<file path="config.mk">
export PLATFORM = sky130hd
export DESIGN_NAME = sram_bus_responder
export DESIGN_NICKNAME = d
export VERILOG_FILES = /design/src/rtl/sram_bus_responder.sv
export SDC_FILE = /design/constraint.sdc
export NUM_CORES = 1
export LEC_CHECK = 0
export ABC_CLOCK_PERIOD_IN_PS = 8650
export CAP_MARGIN = 20
export CORE_MARGIN = 10
export CORE_UTILIZATION = 60
export DETAILED_ROUTE_END_ITERATION = 7
export PLACE_DENSITY = 0.85
export SLEW_MARGIN = 25
export SYNTH_ARGS = -nofsm -noshare
export SYNTH_HDL_FRONTEND = slang
export SYNTH_SLANG_ARGS = --single-unit
</file>
<file path="constraint.sdc">
create_clock -name clock -period 8.65 [get_ports clock]
set_input_delay 1.2975 -clock clock [delete_from_list [all_inputs] [get_ports clock]]
set_output_delay 1.2975 -clock clock [all_outputs]
set_load 0.05 [all_outputs]
</file>
<file path="src/rtl/sram_bus_responder.sv">
// sram_bus_responder: responder end of a 16-bit asynchronous SRAM bus.
// Bus strobes are synchronised into the clock domain. Half-word writes are
// paired into 32-bit word writes. Reads fetch a whole word into a one-word
// buffer, and A0 selects the returned half combinationally.
module sram_bus_responder #(
  parameter int ASIZE = 18,
  parameter int SYNC  = 2
) (
  input  logic             clock,
  input  logic             reset_b,
  input  logic             bus_cs_b,
  input  logic             bus_oe_b,
  input  logic             bus_we_b,
  input  logic [ASIZE-1:0] bus_addr,
  input  logic [15:0]      bus_data_in,
  output logic [15:0]      bus_data_out,
  output logic             bus_data_oe,
  output logic             mem_req,
  output logic             mem_rnw,
  output logic [ASIZE-2:0] mem_addr,
  output logic [31:0]      mem_wdata,
  output logic [1:0]       mem_wmask,
  input  logic [31:0]      mem_rdata,
  input  logic             mem_ack,
  output logic             overflow
);

  typedef enum logic [1:0] {
    ST_IDLE  = 2'd0,
    ST_WRITE = 2'd1,
    ST_READ  = 2'd2
  } state_t;

  // One bus event: a half-word write (wr=1) or a word read (wr=0).
  typedef struct packed {
    logic             wr;
    logic             a0;
    logic [ASIZE-2:0] waddr;
    logic [15:0]      data;
  } ev_t;

  // Merge the enabled halves of a write word into an existing word.
  function automatic logic [31:0] merge_word(input logic [31:0] old_word,
                                             input logic [31:0] new_word,
                                             input logic [1:0]  mask);
    logic [31:0] res;
    res = old_word;
    if (mask[1]) res[31:16] = new_word[31:16];
    if (mask[0]) res[15:0]  = new_word[15:0];
    return res;
  endfunction

  // Synchroniser and aligned address/data pipeline.
  logic [SYNC-1:0]  cs_sync_r, oe_sync_r, we_sync_r;
  logic [ASIZE-1:0] addr_pipe_r [SYNC];
  logic [15:0]      data_pipe_r [SYNC];

  logic             cs_s, oe_s, we_s, rd_act_s;
  logic [ASIZE-1:0] addr_s;
  logic [15:0]      data_s;
  logic             we_prev_r, rd_act_prev_r;
  logic [ASIZE-2:0] waddr_prev_r;
  logic             wr_ev_s, rd_ev_s;
  ev_t              wr_in_s, rd_in_s;

  // Control state.
  state_t           state_r;
  ev_t              slot_r;
  logic             slot_valid_r;
  logic             low_pending_r;
  logic [ASIZE-2:0] low_addr_r;
  logic [15:0]      low_data_r;
  logic [31:0]      buf_r;
  logic [ASIZE-2:0] buf_addr_r;
  logic             buf_valid_r;
  logic             nxt_valid_r, nxt_rnw_r;
  logic [ASIZE-2:0] nxt_addr_r;
  logic [31:0]      nxt_wdata_r;
  logic [1:0]       nxt_wmask_r;

  // Event arbitration and operation decode.
  ev_t              cur_s, store_s;
  logic             cur_valid_s, store_valid_s, drop_s;
  logic             iss_s, iss_rnw_s;
  logic [ASIZE-2:0] iss_addr_s;
  logic [31:0]      iss_wdata_s;
  logic [1:0]       iss_wmask_s;
  logic             nxt_set_s, nxt_rnw_s;
  logic [31:0]      nxt_wdata_s;
  logic [1:0]       nxt_wmask_s;
  logic             lp_set_s, lp_clr_s;

  // Shift strobes (reset inactive-high) and the aligned addr/data samples.
  always_ff @(posedge clock or negedge reset_b) begin
    if (!reset_b) begin
      cs_sync_r <= '1;
      oe_sync_r <= '1;
      we_sync_r <= '1;
      for (int i = 0; i < SYNC; i++) begin
        addr_pipe_r[i] <= '0;
        data_pipe_r[i] <= 16'h0000;
      end
    end else begin
      cs_sync_r      <= {cs_sync_r[SYNC-2:0], bus_cs_b};
      oe_sync_r      <= {oe_sync_r[SYNC-2:0], bus_oe_b};
      we_sync_r      <= {we_sync_r[SYNC-2:0], bus_we_b};
      addr_pipe_r[0] <= bus_addr;
      data_pipe_r[0] <= bus_data_in;
      for (int i = 1; i < SYNC; i++) begin
        addr_pipe_r[i] <= addr_pipe_r[i-1];
        data_pipe_r[i] <= data_pipe_r[i-1];
      end
    end
  end

  assign cs_s     = cs_sync_r[SYNC-1];
  assign oe_s     = oe_sync_r[SYNC-1];
  assign we_s     = we_sync_r[SYNC-1];
  assign addr_s   = addr_pipe_r[SYNC-1];
  assign data_s   = data_pipe_r[SYNC-1];
  assign rd_act_s = !(cs_s | oe_s);

  // Remember previous synced values for edge and address-change detection.
  always_ff @(posedge clock or negedge reset_b) begin
    if (!reset_b) begin
      we_prev_r     <= 1'b1;
      rd_act_prev_r <= 1'b0;
      waddr_prev_r  <= '0;
    end else begin
      we_prev_r     <= we_s;
      rd_act_prev_r <= rd_act_s;
      waddr_prev_r  <= addr_s[ASIZE-1:1];
    end
  end

  assign wr_ev_s = we_s & !we_prev_r & !cs_s;
  assign rd_ev_s = rd_act_s & (!rd_act_prev_r | (addr_s[ASIZE-1:1] != waddr_prev_r));
  assign wr_in_s = {1'b1, addr_s[0], addr_s[ASIZE-1:1], data_s};
  assign rd_in_s = {1'b0, addr_s[0], addr_s[ASIZE-1:1], 16'h0000};

  // Pick the event to execute now, the one to park in the slot, and drops.
  // A write always goes ahead of a read arriving in the same cycle.
  always_comb begin
    cur_valid_s   = 1'b0;
    cur_s         = slot_r;
    store_valid_s = 1'b0;
    store_s       = wr_in_s;
    drop_s        = 1'b0;
    if (state_r == ST_IDLE) begin
      if (slot_valid_r) begin
        cur_valid_s = 1'b1;
        cur_s       = slot_r;
        if (wr_ev_s) begin
          store_valid_s = 1'b1;
          store_s       = wr_in_s;
          drop_s        = rd_ev_s;
        end else if (rd_ev_s) begin
          store_valid_s = 1'b1;
          store_s       = rd_in_s;
        end else begin
          store_valid_s = 1'b0;
        end
      end else if (wr_ev_s) begin
        cur_valid_s   = 1'b1;
        cur_s         = wr_in_s;
        store_valid_s = rd_ev_s;
        store_s       = rd_in_s;
      end else if (rd_ev_s) begin
        cur_valid_s = 1'b1;
        cur_s       = rd_in_s;
      end else begin
        cur_valid_s = 1'b0;
      end
    end else begin
      if (slot_valid_r) begin
        drop_s = wr_ev_s | rd_ev_s;
      end else if (wr_ev_s) begin
        store_valid_s = 1'b1;
        store_s       = wr_in_s;
        drop_s        = rd_ev_s;
      end else if (rd_ev_s) begin
        store_valid_s = 1'b1;
        store_s       = rd_in_s;
      end else begin
        drop_s = 1'b0;
      end
    end
  end

  // Decode the current event into a memory transaction, an optional
  // follow-up transaction (after a flush of the held low half) and
  // updates of the held low half.
  always_comb begin
    iss_s       = 1'b0;
    iss_rnw_s   = 1'b0;
    iss_addr_s  = cur_s.waddr;
    iss_wdata_s = 32'h0000_0000;
    iss_wmask_s = 2'b00;
    nxt_set_s   = 1'b0;
    nxt_rnw_s   = 1'b0;
    nxt_wdata_s = 32'h0000_0000;
    nxt_wmask_s = 2'b00;
    lp_set_s    = 1'b0;
    lp_clr_s    = 1'b0;
    if (cur_valid_s) begin
      if (cur_s.wr && !cur_s.a0) begin
        lp_set_s = 1'b1;
        if (low_pending_r && (low_addr_r != cur_s.waddr)) begin
          iss_s       = 1'b1;
          iss_addr_s  = low_addr_r;
          iss_wdata_s = {16'h0000, low_data_r};
          iss_wmask_s = 2'b01;
        end else begin
          iss_s = 1'b0;
        end
      end else if (cur_s.wr) begin
        lp_clr_s = 1'b1;
        if (low_pending_r && (low_addr_r == cur_s.waddr)) begin
          iss_s       = 1'b1;
          iss_wdata_s = {cur_s.data, low_data_r};
          iss_wmask_s = 2'b11;
        end else if (low_pending_r) begin
          iss_s       = 1'b1;
          iss_addr_s  = low_addr_r;
          iss_wdata_s = {16'h0000, low_data_r};
          iss_wmask_s = 2'b01;
          nxt_set_s   = 1'b1;
          nxt_wdata_s = {cur_s.data, 16'h0000};
          nxt_wmask_s = 2'b10;
        end else begin
          iss_s       = 1'b1;
          iss_wdata_s = {cur_s.data, 16'h0000};
          iss_wmask_s = 2'b10;
        end
      end else begin
        if (buf_valid_r && (buf_addr_r == cur_s.waddr)) begin
          iss_s = 1'b0;
        end else if (low_pending_r) begin
          lp_clr_s    = 1'b1;
          iss_s       = 1'b1;
          iss_addr_s  = low_addr_r;
          iss_wdata_s = {16'h0000, low_data_r};
          iss_wmask_s = 2'b01;
          nxt_set_s   = 1'b1;
          nxt_rnw_s   = 1'b1;
        end else begin
          iss_s     = 1'b1;
          iss_rnw_s = 1'b1;
        end
      end
    end else begin
      iss_s = 1'b0;
    end
  end

  // Main FSM: event slot, held low half, memory handshake and read buffer.
  always_ff @(posedge clock or negedge reset_b) begin
    if (!reset_b) begin
      state_r       <= ST_IDLE;
      mem_req       <= 1'b0;
      mem_rnw       <= 1'b0;
      mem_addr      <= '0;
      mem_wdata     <= 32'h0000_0000;
      mem_wmask     <= 2'b00;
      overflow      <= 1'b0;
      slot_r        <= '0;
      slot_valid_r  <= 1'b0;
      low_pending_r <= 1'b0;
      low_addr_r    <= '0;
      low_data_r    <= 16'h0000;
      buf_r         <= 32'h0000_0000;
      buf_addr_r    <= '0;
      buf_valid_r   <= 1'b0;
      nxt_valid_r   <= 1'b0;
      nxt_rnw_r     <= 1'b0;
      nxt_addr_r    <= '0;
      nxt_wdata_r   <= 32'h0000_0000;
      nxt_wmask_r   <= 2'b00;
    end else begin
      overflow <= overflow | drop_s;
      if (store_valid_s) begin
        slot_r       <= store_s;
        slot_valid_r <= 1'b1;
      end else if (state_r == ST_IDLE) begin
        slot_valid_r <= 1'b0;
      end
      if (lp_set_s) begin
        low_pending_r <= 1'b1;
        low_addr_r    <= cur_s.waddr;
        low_data_r    <= cur_s.data;
      end else if (lp_clr_s) begin
        low_pending_r <= 1'b0;
      end
      case (state_r)
        ST_IDLE: begin
          if (iss_s) begin
            mem_req     <= 1'b1;
            mem_rnw     <= iss_rnw_s;
            mem_addr    <= iss_addr_s;
            mem_wdata   <= iss_wdata_s;
            mem_wmask   <= iss_wmask_s;
            state_r     <= iss_rnw_s ? ST_READ : ST_WRITE;
            nxt_valid_r <= nxt_set_s;
            nxt_rnw_r   <= nxt_rnw_s;
            nxt_addr_r  <= cur_s.waddr;
            nxt_wdata_r <= nxt_wdata_s;
            nxt_wmask_r <= nxt_wmask_s;
            if (!iss_rnw_s && buf_valid_r && (buf_addr_r == iss_addr_s)) begin
              buf_r <= merge_word(buf_r, iss_wdata_s, iss_wmask_s);
            end
          end
        end
        ST_WRITE: begin
          if (mem_ack) begin
            if (nxt_valid_r) begin
              // Follow-up transaction goes out with no idle cycle.
              mem_rnw     <= nxt_rnw_r;
              mem_addr    <= nxt_addr_r;
              mem_wdata   <= nxt_wdata_r;
              mem_wmask   <= nxt_wmask_r;
              nxt_valid_r <= 1'b0;
              state_r     <= nxt_rnw_r ? ST_READ : ST_WRITE;
              if (!nxt_rnw_r && buf_valid_r && (buf_addr_r == nxt_addr_r)) begin
                buf_r <= merge_word(buf_r, nxt_wdata_r, nxt_wmask_r);
              end
            end else begin
              mem_req <= 1'b0;
              state_r <= ST_IDLE;
            end
          end
        end
        ST_READ: begin
          if (mem_ack) begin
            buf_r       <= mem_rdata;
            buf_addr_r  <= mem_addr;
            buf_valid_r <= 1'b1;
            mem_req     <= 1'b0;
            state_r     <= ST_IDLE;
          end
        end
        default: begin
          mem_req <= 1'b0;
          state_r <= ST_IDLE;
        end
      endcase
    end
  end

  // Raw-pin read path so half-word toggles need no clock.
  assign bus_data_out = bus_addr[0] ? buf_r[31:16] : buf_r[15:0];
  assign bus_data_oe  = !bus_cs_b & !bus_oe_b & bus_we_b;

endmodule

</file>
==> results.sh <==
export IMPL_timing_slew_headroom_pct=27.8
export IMPL_critical_path_class="flip-flop to flip-flop"
export IMPL_htree_levels=1
export IMPL_p_per_area_nw_per_um2=402
export IMPL_place_port_buffers=142
export IMPL_die_h_um=171
export IMPL_ir_worst_vdd_v=0.000220
export IMPL_setup_tns_ns=0
export IMPL_gr_total_overflow=0
export IMPL_coreArea_sq_um=22600
export IMPL_via_per_inst=6.28
export IMPL_floorplan_initialDensity_pct=60.8
export IMPL_worstSkewPairLatency_ns=0.57
export IMPL_grt_first_pass_wirelength_um=58700
export IMPL_drt_wl_total_um=37600
export IMPL_post_cts_resized=0
export IMPL_first_global_vias=10200
export IMPL_r2r_setup_slack_ns=3.07
export IMPL_syn_num_nets=1324
export IMPL_cp_end_kind="flip-flop"
export IMPL_synth_top_cell_by_area="dfrtp_1"
export IMPL_post_route_util_pct=72.3
export IMPL_clockBufferDepth=3
export IMPL_synth_seq_cells=305
export IMPL_drive_gt1_share_pct=12.4
export IMPL_hold_violations=0
export IMPL_synth_seq_area_share_pct=55.5
export IMPL_hold_start="data_pipe_r[30]$_DFF_PN0_"
export IMPL_post_cts_buffers=0
export IMPL_syn_area_sq_um=13800
export IMPL_worstHoldPathType="flip-flop to flip-flop"
export IMPL_cts_root_buf="clkbuf_16"
export IMPL_avgRoutedWirePerCell_um=22.7
export IMPL_area_growth_pct=18.9
export IMPL_die_w_um=171
export IMPL_placementRows=55
export IMPL_synth_edff_count=0
export IMPL_drtIter0Drc=1217
export IMPL_cp_startpoint="addr_s[8]$_DFF_PN0_"
export IMPL_netlist_instances=1248
export IMPL_grt_total_usage_pct=25.5
export IMPL_routabilityCongestion=0.958
export IMPL_cp_required_ns=9.09
export IMPL_fin_crit_ns=5.58
export IMPL_drtAntennaViolNets=0
export IMPL_fill_cells=1560
export IMPL_drc=0
export IMPL_outcome="complete, no violations"
export IMPL_tightestPinTransition_ns=1.08
export IMPL_hold_ws_ns=0.347
export IMPL_maxCapViolations=0
export IMPL_path_max_fanout=35
export IMPL_rsz0062_at_grt="false"
export IMPL_maxClockFrequency_mhz=179
export IMPL_fin_ws_ns=3.07
export IMPL_cts_sinks=305
export IMPL_synthTopCellsByArea="dfrtp_1, mux2_2, o21ai_0, nand2_1, xor2_1"
export IMPL_cp_start_kind="flip-flop"
export IMPL_synth_distinct_cells=64
export IMPL_io_pins=143
export IMPL_setup_viol_count_final=0
export IMPL_place_ws_ns=3.07
export IMPL_tritoncts="yes"
export IMPL_yosysWarnings=0
export IMPL_yosysTopAreaCellShare_pct=54.2
export IMPL_cts_made_buffers=31
export IMPL_worstPathArrival_ns=6.02
export IMPL_async_flop_share_pct=100
export IMPL_yosys_most_used_dff="dfrtp_1"
export IMPL_grt_start_max_net_pins=189
export IMPL_die_area_sq_um=29400
export IMPL_r2r_start="addr_s[8]$_DFF_PN0_"
export IMPL_clkTransAtPathRegs_ns=0.07
export IMPL_hold_buffers=0
export IMPL_dp_hpwl_um=26100
export IMPL_min_period_over_period_pct=64.5
export IMPL_p_leak_nw=7.21
export IMPL_avgSynthCellArea_sq_um=11.0
export IMPL_slew_viol_final=0
export IMPL_antenna_found_initial=0
export IMPL_drt_pass1_iter_count=6
export IMPL_vias=10400
export IMPL_yosysMostFrequentCell="dfrtp_1"
export IMPL_finalNetCount=1422
export IMPL_fin_skew_ns=0.0195
export IMPL_yosys_top_cells_count="dfrtp_1, o21ai_0, nand2_1"
-- area by class of cell --
cell class              count  area, sq um  area share (%)
flip-flops and latches    305         7640            46.7
multi-input cells         823         5640            34.4
repair buffers            155         1560            9.51
clock buffers              43          861            5.26
well taps                 285          357            2.18
clock inverters            13          205            1.25
inverters                  30          113           0.688
diodes                      1         2.50          0.0153
-- per-layer routing --
layer / up-vias / part of all wire [%] / global-route usage [%]
li1: 4627 / - / -
met1: 5144 / 42 / 36.6
met2: 539 / 46 / 38.5
met3: 82 / 9.0 / 4.45
met4: 0 / 2.8 / 8.13
met5: - / 0 / 0
-- power breakdown --
group / leakage, nW / internal, mW / switching, mW
clock network: 0.517 / 0.843 / 0.557
registers: 3.86 / 1.85 / 0.548
logic: 2.84 / 1.06 / 1.71
total: 7.21 / 3.76 / 2.82
-- logic make-up (layout without fill, tap and decap cells) --
logic type | after synthesis | after routing | synth area share [%]
AO/OA/AOI/OAI | 342 | 342 | 16.1
flip-flops | 305 | 305 | 55.5
AND/OR/NAND/NOR | 283 | 283 | 9.77
buffers and inverters | 120 | 241 | 3.68
multiplexers | 107 | 107 | 9.08
XOR/XNOR | 87 | 87 | 5.53
adder cells (fa/ha/maj) | 4 | 4 | 0.364
other | 0 | 1 | 0
-- state kept, by name, indices dropped and copies added (netlist names), 16 cells and up --
name,count
addr_pipe_r,18
addr_s,18
buf_addr_r,17
buf_r,32
data_pipe_r,16
data_s,16
low_addr_r,17
low_data_r,16
mem_addr,17
mem_wdata,32
nxt_addr_r,17
nxt_wdata_r,16
slot_r,35
waddr_prev_r,17
-- layout by cell type (no fill, tap or decap), types with 3 or more instances in the layout --
cell and instances:
clkbuf_8 4, nor4_2 3, mux2i_1 24, nand3_1 10
mux2_2 63, o2111ai_1 3, nand2_1 135, nor3_1 23
bufinv_16 5, inv_1 30, nand4_1 13, xor2_1 54
a21oi_1 46, a221oi_1 7, nor4_1 12, o21ai_0 140
a211oi_1 18, xnor2_1 33, a22oi_1 35, or2_2 4
ha_1 3, a22o_1 48, dfrtp_1 298, mux2_4 20
and2_1 3, clkinv_2 4, nand3b_1 5, o22ai_1 12
a21o_1 5, clkbuf_1 8, buf_4 11, clkdlybuf4s50_1 141
nand2b_1 20, clkbuf_16 31, o221ai_1 4, o21a_1 4
dfstp_2 7, nor2_1 40
-- worst max-delay path: stages (launching register included) --
cell       delay (ns)
dfrtp_1          0.47
xor2_1           0.21
nor4_2           0.31
nand3_1          0.24
o31ai_4          0.62
buf_4            0.52
mux2i_1          0.24
nor3_4           0.32
a2bb2oi_2        0.16
buf_4            0.33
mux2_2           0.39
nor4_2           0.27
nand4_1          0.23
a21oi_4          0.70
mux2_2           0.42
-- stage by stage --
step	cells	cell area (sq um)	total power, mW
after global placement	1596	15300	5.07
after detailed placement	1596	15300	5.13
after floorplan	1248	13800	4.24
final	1655	16400	6.58
after global routing	1654	16400	6.91
after CTS	1652	16300	6.54
-- final timing paths --
kind / end / depth (start not counted)
max: buf_r[4]$_DFFE_PN0P_ / 14
min: data_s[14]$_DFF_PN0_ / 0
max in group asynchronous: slot_r[32]$_DFFE_PN0P_ / 3
max reg2reg: buf_r[4]$_DFFE_PN0P_ / 14
min in group asynchronous: slot_r[19]$_DFFE_PN0P_ / 1
min reg2reg: data_s[14]$_DFF_PN0_ / 0
(Power assumes the default switching activity.)
